File: config.mk
export PLATFORM = sky130hd
export DESIGN_NAME = spi_out_arbiter
export DESIGN_NICKNAME = d
export VERILOG_FILES = /design/src/rtl/spi_out_arbiter_pkg.sv /design/src/rtl/spi_out_arbiter_slot_timer.sv /design/src/rtl/spi_out_arbiter.sv
export SDC_FILE = /design/constraint.sdc
export NUM_CORES = 1
export LEC_CHECK = 0
export BUFFER_PORTS_ARGS = -buffer_cell sky130_fd_sc_hd__clkbuf_2
export CAP_MARGIN = 20
export CORE_ASPECT_RATIO = 1.4
export CORE_MARGIN = 3
export CORE_UTILIZATION = 45
export CTS_BUF_LIST = sky130_fd_sc_hd__clkbuf_16
export DETAILED_ROUTE_END_ITERATION = 12
export PLACE_DENSITY_LB_ADDON = 0.1
export SETUP_SLACK_MARGIN = 0.4
export SYNTH_ARGS = -nofsm -noshare
export SYNTH_HDL_FRONTEND = slang
export SYNTH_SLANG_ARGS = --single-unit
File: constraint.sdc
create_clock -name clock -period 1.7 [get_ports clock]
set_input_delay 0.34 -clock clock [delete_from_list [all_inputs] [get_ports clock]]
set_output_delay 0.34 -clock clock [all_outputs]
set_load 0.005 [all_outputs]
File: src/rtl/spi_out_arbiter_pkg.sv
// Shared timing constants, state encoding and counter-load helpers for the SPI output arbiter.
// No logic of its own; imported by the arbiter and its slot timer.
package spi_out_arbiter_pkg;

    localparam int SLOT_CYCLES     = 16;
    localparam int FRAME_TAIL      = 17;
    localparam int GAP_DEFAULT     = 2;
    localparam int HOLDOFF_DEFAULT = 18;
    localparam int CNT_W           = 5;
    localparam int WORD_W          = 16;

    typedef enum logic [1:0] {
        ST_IDLE  = 2'd0,
        ST_ISSUE = 2'd1,
        ST_SLOT  = 2'd2,
        ST_GAP   = 2'd3
    } arb_state_e;

    typedef logic [CNT_W-1:0] cnt_t;

    // The timer is loaded one cycle after a write and the decision is taken one
    // cycle before the registered write lands, hence the two-cycle trim.
    function automatic cnt_t slot_load();
        return cnt_t'(SLOT_CYCLES - 2);
    endfunction

    // Last write -> GAP (+1) -> IDLE (+1) -> ISSUE (+1): three cycles of overhead.
    function automatic cnt_t gap_load(input int gap);
        return cnt_t'(FRAME_TAIL + gap - 3);
    endfunction

endpackage

File: src/rtl/spi_out_arbiter_slot_timer.sv
// Loadable down-counter that saturates at zero; done_o is high while the count is zero.
// Load takes effect on the next cycle; no backpressure.
module slot_timer
    import spi_out_arbiter_pkg::*;
#(
    parameter cnt_t RST_VAL = '0
) (
    input  logic clock,
    input  logic reset,
    input  logic load_i,
    input  cnt_t value_i,
    output logic done_o
);

    cnt_t count_q;
    cnt_t count_d;

    always_comb begin
        count_d = count_q;
        if (load_i) begin
            count_d = value_i;
        end else if (count_q != '0) begin
            count_d = count_q - cnt_t'(1);
        end
    end

    always_ff @(posedge clock) begin
        if (reset) begin
            count_q <= RST_VAL;
        end else begin
            count_q <= count_d;
        end
    end

    assign done_o = (count_q == '0);

endmodule

File: src/rtl/spi_out_arbiter.sv
// Two-requester round-robin arbiter feeding one 16-bit SPI serializer, one word per 16 cycles.
// Registered outputs: a word is written and acked one cycle after its slot decision; requesters hold until ack.
module spi_out_arbiter
    import spi_out_arbiter_pkg::*;
#(
    parameter int GAP     = GAP_DEFAULT,
    parameter int HOLDOFF = HOLDOFF_DEFAULT
) (
    input  logic              clock,
    input  logic              reset,
    input  logic              req0,
    input  logic              req1,
    input  logic [WORD_W-1:0] data0,
    input  logic [WORD_W-1:0] data1,
    input  logic              last0,
    input  logic              last1,
    output logic              ack0,
    output logic              ack1,
    output logic              writeSPI,
    output logic [WORD_W-1:0] spiData,
    output logic [1:0]        grant,
    output logic              underrun
);

    arb_state_e        state_q, state_d;
    logic              owner_q, owner_d;
    logic              ptr_q, ptr_d;
    logic [1:0]        grant_q, grant_d;
    logic              write_q, write_d;
    logic              ack0_q, ack0_d;
    logic              ack1_q, ack1_d;
    logic              underrun_q, underrun_d;
    logic [WORD_W-1:0] data_q, data_d;

    logic              tmr_load;
    cnt_t              tmr_val;
    logic              tmr_done;

    logic              owner_req;
    logic              owner_last;
    logic [WORD_W-1:0] owner_data;
    logic              winner;

    assign owner_req  = owner_q ? req1  : req0;
    assign owner_last = owner_q ? last1 : last0;
    assign owner_data = owner_q ? data1 : data0;
    // With both requesting, the round-robin pointer names the winner.
    assign winner     = (req0 && req1) ? ptr_q : req1;

    slot_timer #(
        .RST_VAL (cnt_t'(HOLDOFF))
    ) u_timer (
        .clock   (clock),
        .reset   (reset),
        .load_i  (tmr_load),
        .value_i (tmr_val),
        .done_o  (tmr_done)
    );

    always_comb begin
        state_d    = state_q;
        owner_d    = owner_q;
        ptr_d      = ptr_q;
        grant_d    = grant_q;
        write_d    = 1'b0;
        ack0_d     = 1'b0;
        ack1_d     = 1'b0;
        underrun_d = 1'b0;
        data_d     = data_q;
        tmr_load   = 1'b0;
        tmr_val    = '0;

        case (state_q)
            ST_IDLE: begin
                if (req0 || req1) begin
                    state_d = ST_ISSUE;
                    owner_d = winner;
                    grant_d = winner ? 2'b10 : 2'b01;
                    write_d = 1'b1;
                    ack0_d  = !winner;
                    ack1_d  = winner;
                    data_d  = winner ? data1 : data0;
                end
            end

            ST_ISSUE: begin
                tmr_load = 1'b1;
                if (owner_last) begin
                    state_d = ST_GAP;
                    grant_d = 2'b00;
                    ptr_d   = !owner_q;
                    tmr_val = gap_load(GAP);
                end else begin
                    state_d = ST_SLOT;
                    tmr_val = slot_load();
                end
            end

            ST_SLOT: begin
                if (tmr_done) begin
                    if (owner_req) begin
                        state_d = ST_ISSUE;
                        write_d = 1'b1;
                        ack0_d  = !owner_q;
                        ack1_d  = owner_q;
                        data_d  = owner_data;
                    end else begin
                        // Owner missed its slot: abandon the frame, let chip select rise.
                        state_d    = ST_GAP;
                        underrun_d = 1'b1;
                        grant_d    = 2'b00;
                        ptr_d      = !owner_q;
                        tmr_load   = 1'b1;
                        tmr_val    = gap_load(GAP);
                    end
                end
            end

            ST_GAP: begin
                if (tmr_done) begin
                    state_d = ST_IDLE;
                end
            end

            default: begin
                state_d = ST_GAP;
            end
        endcase
    end

    always_ff @(posedge clock) begin
        if (reset) begin
            state_q    <= ST_GAP;
            owner_q    <= 1'b0;
            ptr_q      <= 1'b0;
            grant_q    <= 2'b00;
            write_q    <= 1'b0;
            ack0_q     <= 1'b0;
            ack1_q     <= 1'b0;
            underrun_q <= 1'b0;
            data_q     <= '0;
        end else begin
            state_q    <= state_d;
            owner_q    <= owner_d;
            ptr_q      <= ptr_d;
            grant_q    <= grant_d;
            write_q    <= write_d;
            ack0_q     <= ack0_d;
            ack1_q     <= ack1_d;
            underrun_q <= underrun_d;
            data_q     <= data_d;
        end
    end

    assign ack0     = ack0_q;
    assign ack1     = ack1_q;
    assign writeSPI = write_q;
    assign spiData  = data_q;
    assign grant    = grant_q;
    assign underrun = underrun_q;

endmodule

==> summary.txt <==
Outcome = finished clean
DP Cell Count = 271
Die Height = 79.1 um
CTS Root Cell = clkbuf_16
Area delta synth->final = 49.6%
Internal = 2.16 mW
Hold buffer count at cts = 0
Min cycle time layout = 1630 ps
Syn avg cell area = 10.0 sq um
Crit-path max FO = 8
Post-Place Setup Slack = -114 ps
Switching pwr = 1.13 mW
Switch share = 34.3%
Final worst-path cycle share = 95.7%
Synth Register Bits = 31
Layout filler cell count = 269
Final setup margin = 73.7 ps
Vias = 1,593
Slew HR = 78.3%
WHS Path Cells = 2
P_leak = 1.13 nW
Syn Inst Count = 171
FMAX = 615 MHz
Post-route DRC = 0
Final Wtd Congestion = 0.840
Global-route wire length before repair = 7.83 mm
Clock power frac = 25.0%
Fin. max-slew vios = 0
Antenna diodes = 0
Largest net degree at the start of global routing = 20
GRT Total Usage = 22.3%
Routed wire per std cell = 16.7 um
RSZ-0062 raised after global routing = true
Number of CTS-inserted buffers = 5
Core Util, Final = 72.7%
Die Area = 4610 sq um
H-tree Lvls = 2
I/O pin total = 60
EDFF count, synth = 0
Layout cell share with drive strength beyond 1 = 58.3%
Max_cap viols = 0
Final Power = 3.29 mW
Dpl cell area = 2110 sq um
Min-delay worst type = in -> reg
Final Skew = 2.61 ps
Vias/cell = 5.46
Min-Delay Endpoint = underrun
Worst-Skew Late Latency = 270 ps
Worst-path clk slew = 50 ps
Drt total wl = 4.88 mm
Flop pwr share = 30.7%
Post-synth top flop = dfxtp_1
Synth cell types = 44
Worst Tran Pin Value = 325 ps
P per Cell Area = 1280 nW/um^2
Setup violations, final = 0
Worst Hold Launch = reset
Combinational Power Share = 44.4%
Final Cell Area = 2570 sq um
Initial DRC count = 39
Vias in the first global route = 1,680
Port bufs = 59
Worst reg2reg startpoint = state_q[0]
Ys Warns = 0
CTS tree = built
Critical path endpoint category = flop
Grt total ovfl = 0
Seq/Total Area, Yosys = 36.1%
Clock tree buffer depth = 2
Final nets = 295
RR Endpoint = spiData[4]
Startpoint Class = flop
Initial core utilization = 48.6%
Worst Path Required = 1880 ps
WS Path Type = reg -> reg
Initial antenna violation count = 0
Synth async-reset ratio = 0%
Worst Reg2Reg Path Length in Cells = 6
Final hold viol count = 0
Setup TNS = 0 ps
Core Region = 3530 sq um
Hold_ws = 411 ps
Reg-to-reg slack, setup = 70 ps
DP HPWL = 3.29 mm
CTS sink cnt = 31
Row count = 25
Critical Path AT = 1810 ps
Post-Layout Cell Count = 292
Post-route ant nets = 0
Post-synth net total = 215
Cell Area, Synth = 1720 sq um
Die W = 58.2 um
Maximum vdd drop = 0.000944 V
TritonRoute pass-1 iters = 4
final cells by class:
class | instances | area (sq um) | area share [%]
Multi-Input combinational cell | 125 | 1210 | 47.2
Clock inverter | 3 | 12.5 | 0.487
Clock buffer | 5 | 125 | 4.87
Timing Repair Buffer | 83 | 518 | 20.2
Inverter | 5 | 21.3 | 0.828
Tap cell | 40 | 50.0 | 1.95
Sequential cell | 31 | 629 | 24.5
worst max-delay path, stage by stage (launching register included):
cell and delay, ps:
dfxtp_2 330, inv_4 70, ha_4 150, and2b_2 250, a22o_4 300, mux2i_2 170, a221oi_2 270
synthesized netlist by cell type (2+ instances only):
library cell / instances / share of area (%)
nand3_1: 7 / 2.0
ha_1: 6 / 4.4
inv_1: 5 / 1.1
and3_1: 2 / 0.73
dfxtp_1: 31 / 36
a221oi_2: 9 / 7.9
mux2i_1: 19 / 11
a221oi_1: 7 / 3.6
xor2_1: 2 / 1.0
nand2_1: 12 / 2.6
nor2_1: 23 / 5.0
nor3_1: 2 / 0.58
buf_6: 4 / 2.6
buf_2: 2 / 0.58
a21oi_1: 7 / 2.0
clkbuf_1: 3 / 0.66
o21ai_4: 2 / 1.9
o21ai_0: 2 / 0.58
metal layers:
layer	global-route usage [%]	wire [um]	share of wire, %	up-vias
met5	0	0	0	-
met4	11.8	80	1.6	0
met3	5.04	214	4.4	6
met2	41.1	2710	55	42
met1	22.6	1880	38	754
li1	-	-	-	791
worst max-delay path by stage:
stage	from	endpoint	slack (ps)	cells past startpoint
finish	state_q[0]	spiData[4]	70	6
detailed placement	u_timer.count_q[0]	state_q[1]	-110	7
CTS	state_q[0]	spiData[4]	80	6
floorplan	state_q[0]	spiData[6]	60	8
global placement	u_timer.count_q[0]	state_q[1]	-40	7
global route	u_timer.count_q[0]	state_q[1]	30	8
flip-flops by register name, indices dropped and copies added, names as in the netlist:
register	flops
ack0	1
ack1	1
underrun	1
writeSPI	1
spiData	16
ptr_q	1
state_q	2
grant	2
u_timer.count_q	5
owner_q	1
layout by cell type (no fill, tap or decap), types with 3 or more instances in the layout:
master	count
a21oi_1	5
a221oi_1	3
a221oi_2	13
buf_4	15
buf_6	8
clkbuf_16	5
clkbuf_2	59
dfxtp_1	26
dfxtp_2	4
ha_4	3
inv_1	4
mux2i_1	17
nand2_1	10
nand3_1	3
nor2_1	21
cells by family (layout without fill, tap and decap cells):
kind of cell / count (synthesis) / after routing / synth area share, %
DFF: 31 / 31 / 36.1
adders and majority gates: 6 / 6 / 4.37
muxes: 21 / 21 / 13.3
xor gates and xnor gates: 2 / 2 / 1.02
and+or+nand+nor: 57 / 57 / 17.3
AOI/OAI and AO/OA: 38 / 39 / 21.6
buffers and inverters: 16 / 96 / 6.26
power by group through the flow:
stage	Sequential [mW]	Combinational [mW]	Clock (mW)
2_1_floorplan	1.00	0.821	0
3_3_place_gp	1.00	1.04	0
3_5_place_dp	1.01	1.10	0
4_1_cts	0.999	1.33	0.838
5_1_grt	1.02	1.58	0.875
6_report	1.01	1.46	0.820
what timing repair did:
action,CTS,global route
buffers inserted,9,3
cloned,1,0
endpoints found under the setup margin,29,30
pin swaps,7,4
endpoints found under the hold margin,0,0
resized for setup,28,18
Note: power is estimated with default switching activity, not from simulation.
